### config.mk
export PLATFORM = sky130hd
export DESIGN_NAME = fifo_wr_arbiter
export DESIGN_NICKNAME = d
export VERILOG_FILES = /design/src/rtl/fifo_wr_arbiter.sv
export SDC_FILE = /design/constraint.sdc
export NUM_CORES = 1
export LEC_CHECK = 0
export BUFFER_PORTS_ARGS = -buffer_cell sky130_fd_sc_hd__buf_2
export CAP_MARGIN = 25
export CORE_ASPECT_RATIO = 1.2
export CORE_UTILIZATION = 46
export DETAILED_ROUTE_END_ITERATION = 10
export PLACE_DENSITY_LB_ADDON = 0.08
export SETUP_SLACK_MARGIN = 0.1
export SYNTH_ARGS = -nofsm -noshare
export SYNTH_HDL_FRONTEND = slang
export SYNTH_SLANG_ARGS = --single-unit
### constraint.sdc
create_clock -name CLK -period 3.65 [get_ports CLK]
set_input_delay 0.73 -clock CLK [delete_from_list [all_inputs] [get_ports CLK]]
set_output_delay 0.73 -clock CLK [all_outputs]
set_load 0.005 [all_outputs]
### src/rtl/fifo_wr_arbiter.sv
// Round-robin arbiter sharing one FIFO write port among N_REQ producers.
// Grants are held for bursts of up to MAX_BURST beats; FULL stalls without rotating.
module fifo_wr_arbiter #(
  parameter int N_REQ     = 4,
  parameter int WIDTH     = 8,
  parameter int MAX_BURST = 4,
  localparam int IW = $clog2(N_REQ),
  localparam int BW = $clog2(MAX_BURST + 1)
) (
  input  logic                   CLK,
  input  logic                   RST,
  input  logic [N_REQ-1:0]       REQ,
  input  logic [N_REQ*WIDTH-1:0] DI,
  output logic [N_REQ-1:0]       ACK,
  output logic [N_REQ-1:0]       GNT,
  output logic [IW-1:0]          GNT_ID,
  output logic                   BUSY,
  input  logic                   FULL,
  output logic                   W_EN,
  output logic [WIDTH-1:0]       W_DI
);

  typedef enum logic {S_IDLE, S_GRANT} state_t;

  state_t           state_q;
  logic [N_REQ-1:0] gnt_q;
  logic [IW-1:0]    gnt_id_q;
  logic [IW-1:0]    ptr_q;
  logic [BW-1:0]    bcnt_q;

  logic             found_d;
  logic [IW-1:0]    sel_d;
  logic [IW:0]      idx;
  logic [IW-1:0]    ptr_d;
  logic             own_req;
  logic             wen;
  logic             last_beat;

  // First requester at or after the priority pointer, wrapping.
  always_comb begin
    found_d = 1'b0;
    sel_d   = '0;
    idx     = '0;
    for (int i = 0; i < N_REQ; i++) begin
      idx = {1'b0, ptr_q} + (IW+1)'(i);
      if (idx >= (IW+1)'(N_REQ))
        idx = idx - (IW+1)'(N_REQ);
      if (!found_d && REQ[idx[IW-1:0]]) begin
        found_d = 1'b1;
        sel_d   = idx[IW-1:0];
      end
    end
  end

  assign own_req   = REQ[gnt_id_q];
  assign wen       = (state_q == S_GRANT) & own_req & ~FULL;
  assign last_beat = wen && (bcnt_q == BW'(MAX_BURST - 1));
  assign ptr_d     = (gnt_id_q == IW'(N_REQ - 1)) ? '0
                                                   : gnt_id_q + 1'b1;

  assign W_EN   = wen;
  assign ACK    = wen ? gnt_q : '0;
  assign W_DI   = wen ? DI[gnt_id_q*WIDTH +: WIDTH] : '0;
  assign GNT    = gnt_q;
  assign GNT_ID = gnt_id_q;
  assign BUSY   = (state_q == S_GRANT);

  always_ff @(posedge CLK or posedge RST) begin
    if (RST) begin
      state_q  <= S_IDLE;
      gnt_q    <= '0;
      gnt_id_q <= '0;
      ptr_q    <= '0;
      bcnt_q   <= '0;
    end else begin
      unique case (state_q)
        S_IDLE: begin
          if (found_d) begin
            state_q  <= S_GRANT;
            gnt_q    <= N_REQ'(1) << sel_d;
            gnt_id_q <= sel_d;
            bcnt_q   <= '0;
          end
        end
        S_GRANT: begin
          if (!own_req || last_beat) begin
            state_q <= S_IDLE;
            gnt_q   <= '0;
            ptr_q   <= ptr_d;
            bcnt_q  <= '0;
          end else if (wen) begin
            bcnt_q <= bcnt_q + 1'b1;
          end
        end
        default: state_q <= S_IDLE;
      endcase
    end
  end

endmodule

==> results of run 1 <==
==> path summary, 6_finish.rpt <==
| path | from | end | slack [ns] | depth (start not counted) |
|---|---|---|---|---|
| setup / recovery | GNT_ID[1] | W_DI[4] | 0.77 | 4 |
| hold / removal | RST | GNT[0] | 0.46 | 2 |
| setup reg to reg | GNT_ID[1] | bcnt_q[0] | 1.90 | 4 |
| hold reg to reg | GNT[0] | GNT[0] | 0.51 | 1 |
| max in group asynchronous | RST | GNT[3] | 2.90 | 2 |
| min in group CLK | GNT[0] | GNT[0] | 0.51 | 1 |
==> cells in the mapped netlist (2+ instances only) <==
cell type   n
nor2_1      2
mux2_1      2
nor3b_1     2
o21ai_1     3
buf_4       2
o21a_1      2
ha_1        3
a21oi_1     2
mux4_2      8
o2bb2ai_1   2
inv_1       4
nor2b_1     2
dfrtp_1    12
nor3_1      4
a22o_1      2
nand2_1     3
nand2b_1    3
mux2i_1     3
mux2_4      3
and2_1     12
==> per-layer routing <==
metal	wire (um)	vias to the layer above	GRT usage (%)
met4	37	0	7.81
met3	224	6	4.51
met5	0	-	0
li1	-	441	-
met2	1090	48	36.8
met1	791	410	20.8
==> through the flow <==
step	cells	worst slack, ns	total power, mW	hold slack, ns
3_5_place_dp	161	0.814	0.725	0.493
6_report	164	0.766	0.792	0.456
5_1_grt	164	0.617	0.863	0.494
4_1_cts	164	0.719	0.803	0.463
2_1_floorplan	86	1.35	0.588	0.482
3_3_place_gp	161	0.866	0.711	0.496
==> final cells by class <==
class	instances	area, um2
clock buffers	3	22.5
fillers	164	608
inverters	4	15.0
multi-input cells	67	626
flip-flops and latches	12	300
well taps	19	23.8
repair buffers	59	298
==> power by group <==
part	switching [mW]	leakage, nW	internal (mW)
combinational	0.185	0.511	0.266
clock	0.0370	0.0138	0.0380
sequential	0.0752	0.154	0.190
total	0.297	0.678	0.495
==> flip-flops by register name (all words and copies together) (netlist names) <==
register	cells
ptr_q	2
GNT	4
BUSY	1
GNT_ID	2
bcnt_q	3
==> cell families (layout without fill, tap and decap cells) <==
| logic type | Yosys count | in the layout | share of synthesized area (%) |
|---|---|---|---|
| AND/OR/NAND/NOR | 32 | 32 | 19.9 |
| multiplexers | 17 | 17 | 30.1 |
| AO/OA/AOI/OAI | 15 | 15 | 11.2 |
| flip-flops | 12 | 12 | 31.3 |
| buffers and inverters | 7 | 66 | 3.64 |
| adder cells (fa/ha/maj) | 3 | 3 | 3.91 |
==> reports/qor.txt, run 1 <==
Worst-path clk slew -> 0.06 ns
CTS max path bufs -> 2
Grt ovf -> 0
CP Class -> reg2out
Failing checks -> DRC
Max incr delay on CP -> 0.64 ns
Fin crit share -> 79.0%
Post-synthesis sequential area ratio -> 31.3%
Cts bufs inserted -> 3
Cell family with most CP delay -> simple AND/OR/NAND/NOR gates
Drt pass-1 iters -> 7
Final core utilization -> 67.9%
Io pins -> 59
Hpwl dp -> 1.79 mm
Starting density of the core -> 50.8%
Cell count after synthesis -> 86
Area leader, netlist -> dfrtp_1
Routed WL -> 2.14 mm
EDFF count, synth -> 0
Pleak -> 0.678 nW
Setup Fix Bufs, Post-CTS -> 0
Mean post-synth cell area -> 11.2 um2
CTS tree -> done
Initial antenna violation count -> 0
Post-synth top area share -> 31.3%
Worst path required time -> 2.92 ns
CTS root buf -> clkbuf_4
Antenna Cells -> 0
FP Rows -> 17
Max Cap Viol -> 0
RSZ-0062 raised after global routing -> false
Worst-path maximum fanout -> 14
Gpl congestion -> 0.784
Main flop type after synthesis -> dfrtp_1
Gr usage total -> 19.7%
Die area -> 2280 um2
Worst Clk Skew -> 0.00118 ns
Hold crit path type -> in2async
Arrival time worst endpoint -> 2.15 ns
Die width -> 43.7 um
Fmax -> 347 MHz
Cell Area, Placed -> 1260 um2
First-pass GRT wire length -> 3.31 mm
Setup crit start kind -> flip-flop
Synthesized area -> 961 um2
Post-Syn Nets -> 128
CTS resizes -> 0
Synth area leaders -> dfrtp_1 31%, mux4_2 19%, and2_1 7.8%
Pins Over Slew Limit -> 0
Most common cell after layout, fill and taps aside -> buf_2
Routed vias -> 905
Vias in the first global route -> 791
Clock Sinks -> 12
Synth async-reset ratio -> 100%
Setup_tns -> 0 ns
Final Hold Vio Count -> 0
Yosys warnings -> 0
Latest clock arrival within the worst-skew pair -> 0.26 ns
Pwr/cell area -> 616 nW/um2
Critical path cell sequence -> mux2_2, nor3b_2, and2_1, buf_2
Final setup vio count -> 0
Commonest cells after routing, fill and taps aside -> 58 x buf_2, 12 x dfrtp_1, 12 x and2_1
Detailed Route Iter0 Violations -> 20
VDD IR max -> 0.000356 V
Wire per inst -> 13.0 um
H-Tree Depth -> 1
Status -> complete, but fails checks
Area grow syn2layout -> 33.7%
Largest net degree at the start of global routing -> 15
Share of cells above drive strength 1 -> 52.4%
CORE AREA -> 1890 um2
Drt via density -> 5.52
WP buf/inv -> 1
Synthesized flop and latch total -> 12
Crit path capture type -> output pin
Fin nets -> 189
Final instance area -> 1280 um2
Slew headroom -> 59.2%
Antenna Nets Post-Route -> 0
Crit-path slowest cell -> dfrtp_1
Actual slew at the worst max-slew pin -> 0.609 ns
Fin crit period -> 2.88 ns
Die height -> 52.1 um
DRC -> 9
PortBufs -> 58
# hold bufs at CTS -> 0
Netlist cell types -> 30
(Power assumes the default switching activity.)
==> run 2: changes to the inputs <==
- ABC_AREA: unset -> 1
- CORE_UTILIZATION: 46 -> 42
- clock period: 3.65 -> 2.5 ns (I/O delays scaled with it)
==> run 2 against run 1 <==
Net effect:
- the flow now finishes without violations
- power grew 140%
- clock power rose by 100%
- sequential share of layout area fell by 4.2 points
- clock-buffer cell count rose by 1
- setup slack got worse by 0.45 ns
- worst hold slack got worse by 0.24 ns
- synthesized cell count is 140% higher
- die area rose by 38%
- critical path type unchanged
- global-route usage fell by 0.14 points
==> reports/qor.txt, run 2 <==
CTS max path bufs -> 2 (unchanged)
Met3 usage -> 3.21% (-1.3 points)
Synth async-reset ratio -> 100% (unchanged)
Post-layout total power -> 1.88 mW (+140%)
Detailed Route Iter0 Violations -> 25 (+25%)
Worst-path maximum fanout -> 12 (-2)
First-pass GRT wire length -> 4.71 mm (+42%)
Synth area leaders -> dfrtp_1 24%, nand2_1 13%, nor2_1 13%
Placed cell count -> 291 (+81%)
Commonest cells after routing, fill and taps aside -> 58 x buf_2, 44 x nand2_1, 43 x nor2_1
Hold crit path type -> in2async
Max Cap Viol -> 0 (unchanged)
Post-Syn Nets -> 245 (+91%)
Final cell count without fillers -> 295 (+80%)
Routed vias -> 1,453 (+61%)
CTS root buf -> clkbuf_4
Most instantiated library cell after synthesis -> nand2_1
CP Class -> reg2out
H-Tree Depth -> 1 (unchanged)
Mean post-synth cell area -> 6.06 um2 (-46%)
P_int -> 0.860 mW (+74%)
Synthesized area -> 1230 um2 (+28%)
Setup_tns -> 0 ns (unchanged)
Fin crit period -> 2.19 ns
Hpwl dp -> 2.47 mm (+38%)
Die width -> 51.4 um (+18%)
FP Rows -> 21 (+4)
Cell count after synthesis -> 203 (+140%)
RSZ-0062 raised after global routing -> false
Cell Area, Placed -> 1540 um2 (+22%)
Final setup vio count -> 0 (unchanged)
Antenna Nets Post-Route -> 0 (unchanged)
Clock share of power -> 8.1% (-1.4 points)
Final Hold Vio Count -> 0 (unchanged)
Synthesized flop and latch total -> 12 (unchanged)
Die area -> 3150 um2 (+38%)
Final instance area -> 1580 um2 (+23%)
Fin nets -> 304 (+61%)
Filler cell count -> 300 (+83%)
Netlist cell types -> 24 (-20%)
Worst-path clk slew -> 0.07 ns (about the same)
Drt pass-1 iters -> 4 (-3)
Main flop type after synthesis -> dfrtp_1
Sw Pwr -> 1.02 mW (+240%)
Post-synth top area share -> 24.4% (-6.8 points)
CTS tree -> done
Final WS setup -> 0.312 ns (-0.454 ns)
Pleak -> 0.916 nW (+35%)
Switching share of power -> 54.3% (+17 points)
Gr usage total -> 19.6% (-0.14 points)
Pwr/cell area -> 1190 nW/um2 (+94%)
Actual slew at the worst max-slew pin -> 0.483 ns (-0.127 ns)
Final Hold Slack -> 0.218 ns (-0.238 ns)
VDD IR max -> 0.000854 V (+140%)
Grt ovf -> 0 (unchanged)
Area grow syn2layout -> 28.2%
Fin crit share -> 87.5%
Flop pwr share -> 20.6% (-13 points)
Worst slack at placement -> 0.423 ns (-0.391 ns)
Worst path required time -> 2.00 ns (-0.92 ns)
Routed WL -> 3.05 mm (+42%)
Status -> finished, final reports clean
Die height -> 61.3 um (+18%)
Post-synthesis sequential area ratio -> 24.4% (-6.8 points)
Worst Clk Skew -> 0.000989 ns (-0.000189 ns)
CORE AREA -> 2790 um2 (+47%)
Gpl congestion -> 0.810 (+3.2%)
EDFF count, synth -> 0 (unchanged)
Clock Sinks -> 12 (unchanged)
Initial antenna violation count -> 0 (unchanged)
Fmax -> 457 MHz
Max reg flops -> 4 (unchanged)
Most common library cells after synthesis -> 44 x nand2_1, 43 x nor2_1, 19 x inv_1, 19 x nand3_1, 18 x o21ai_0
Cts bufs inserted -> 3 (unchanged)
Starting density of the core -> 44.2% (-6.6 points)
Area leader, netlist -> dfrtp_1
Share of cells above drive strength 1 -> 31.0% (-21 points)
# hold bufs at CTS -> 0 (unchanged)
Reg2reg setup slack -> 0.56 ns (-1.34 ns)
Yosys warnings -> 0 (unchanged)
Met1 Usage GRT -> 22.0% (+1.2 points)
Most common cell after layout, fill and taps aside -> buf_2
Drt via density -> 4.93 (-11%)
DRC -> 0 (-9)
Final core utilization -> 56.6% (-11 points)
Crit path capture type -> output pin
Wire per inst -> 10.3 um (-21%)
Arrival time worst endpoint -> 1.69 ns (-0.46 ns)
Setup crit start kind -> flip-flop
PortBufs -> 58 (unchanged)
Vias in the first global route -> 1,130 (+43%)
Io pins -> 59 (unchanged)
Pins Over Slew Limit -> 0 (unchanged)
Largest net degree at the start of global routing -> 17 (+2)
Latest clock arrival within the worst-skew pair -> 0.27 ns (about the same)
Slew headroom -> 67.8% (+8.6 points)
Met2 Use GR -> 38.8% (+2.0 points)
Antenna Cells -> 0 (unchanged)
Combinational Power Share -> 71.3% (+14 points)
GRT Max-Usage Layer -> met2
==> run 2: cell types whose count changed after synthesis, sizes merged, moves of 8 or more <==
cell / delta
nor2: +42
a21oi: +10
nand3: +21
nand2: +49
and2: -11
o21ai: +20
mux4: -8
inv: +17
==> run 2: worst max-delay path: stages, from the launching register on <==
cell,delay (ns)
dfrtp_2,0.47
o21ai_1,0.18
nand2_1,0.10
nor2_1,0.14
inv_1,0.20
a21oi_1,0.19
buf_2,0.13
==> run 2: layout make-up <==
| cell class | count | area (um2) | share of cell area [%] |
|---|---|---|---|
| multi-input combinational | 162 | 801 | 50.8 |
| timing repair buffer | 61 | 313 | 19.8 |
| tap | 34 | 42.5 | 2.70 |
| sequential | 12 | 302 | 19.1 |
| inverter | 22 | 82.6 | 5.24 |
| clock buffer | 4 | 36.3 | 2.30 |
==> run 2: final timing paths <==
path | startpoint | end | depth (start not counted)
worst max-delay path | GNT_ID[0] | W_DI[0] | 6
worst min-delay path | RST | GNT[3] | 2
worst max register to register | ptr_q[0] | bcnt_q[2] | 11
worst min register to register | bcnt_q[1] | bcnt_q[1] | 2
max in group asynchronous | RST | GNT_ID[0] | 2
min in group CLK | bcnt_q[1] | bcnt_q[1] | 2
==> run 2: routing by layer <==
metal	part of all wire (%)	routed length, um
met1	43	1300
met4	0.46	14
met3	7.8	238
met2	49	1490
met5	0	0
==> run 2: kinds of logic (layout without fill, tap and decap cells) <==
logic type	count (synthesis)	count (layout)	share of synthesized area (%)
DFF	12	12	24.4
buffers and inverters	29	87	10.5
adders and majority gates	3	3	3.05
AOI/OAI and AO/OA	37	37	15.4
and+or+nand+nor	122	122	46.7
==> run 2: power groups by stage <==
stage / registers, mW / logic (mW) / clock network (mW)
after floorplan: 0.349 / 1.08 / 0
after CTS: 0.387 / 1.35 / 0.155
after global routing: 0.404 / 1.54 / 0.165
after global placement: 0.391 / 1.34 / 0
final: 0.388 / 1.34 / 0.153
after detailed placement: 0.390 / 1.34 / 0
==> run 2: timing repair <==
action                                  in CTS  in global routing
endpoints found under the setup margin       0                 12
setup buffers                                0                  0
endpoints found under the hold margin        0                  0
resized for setup                            0                  2
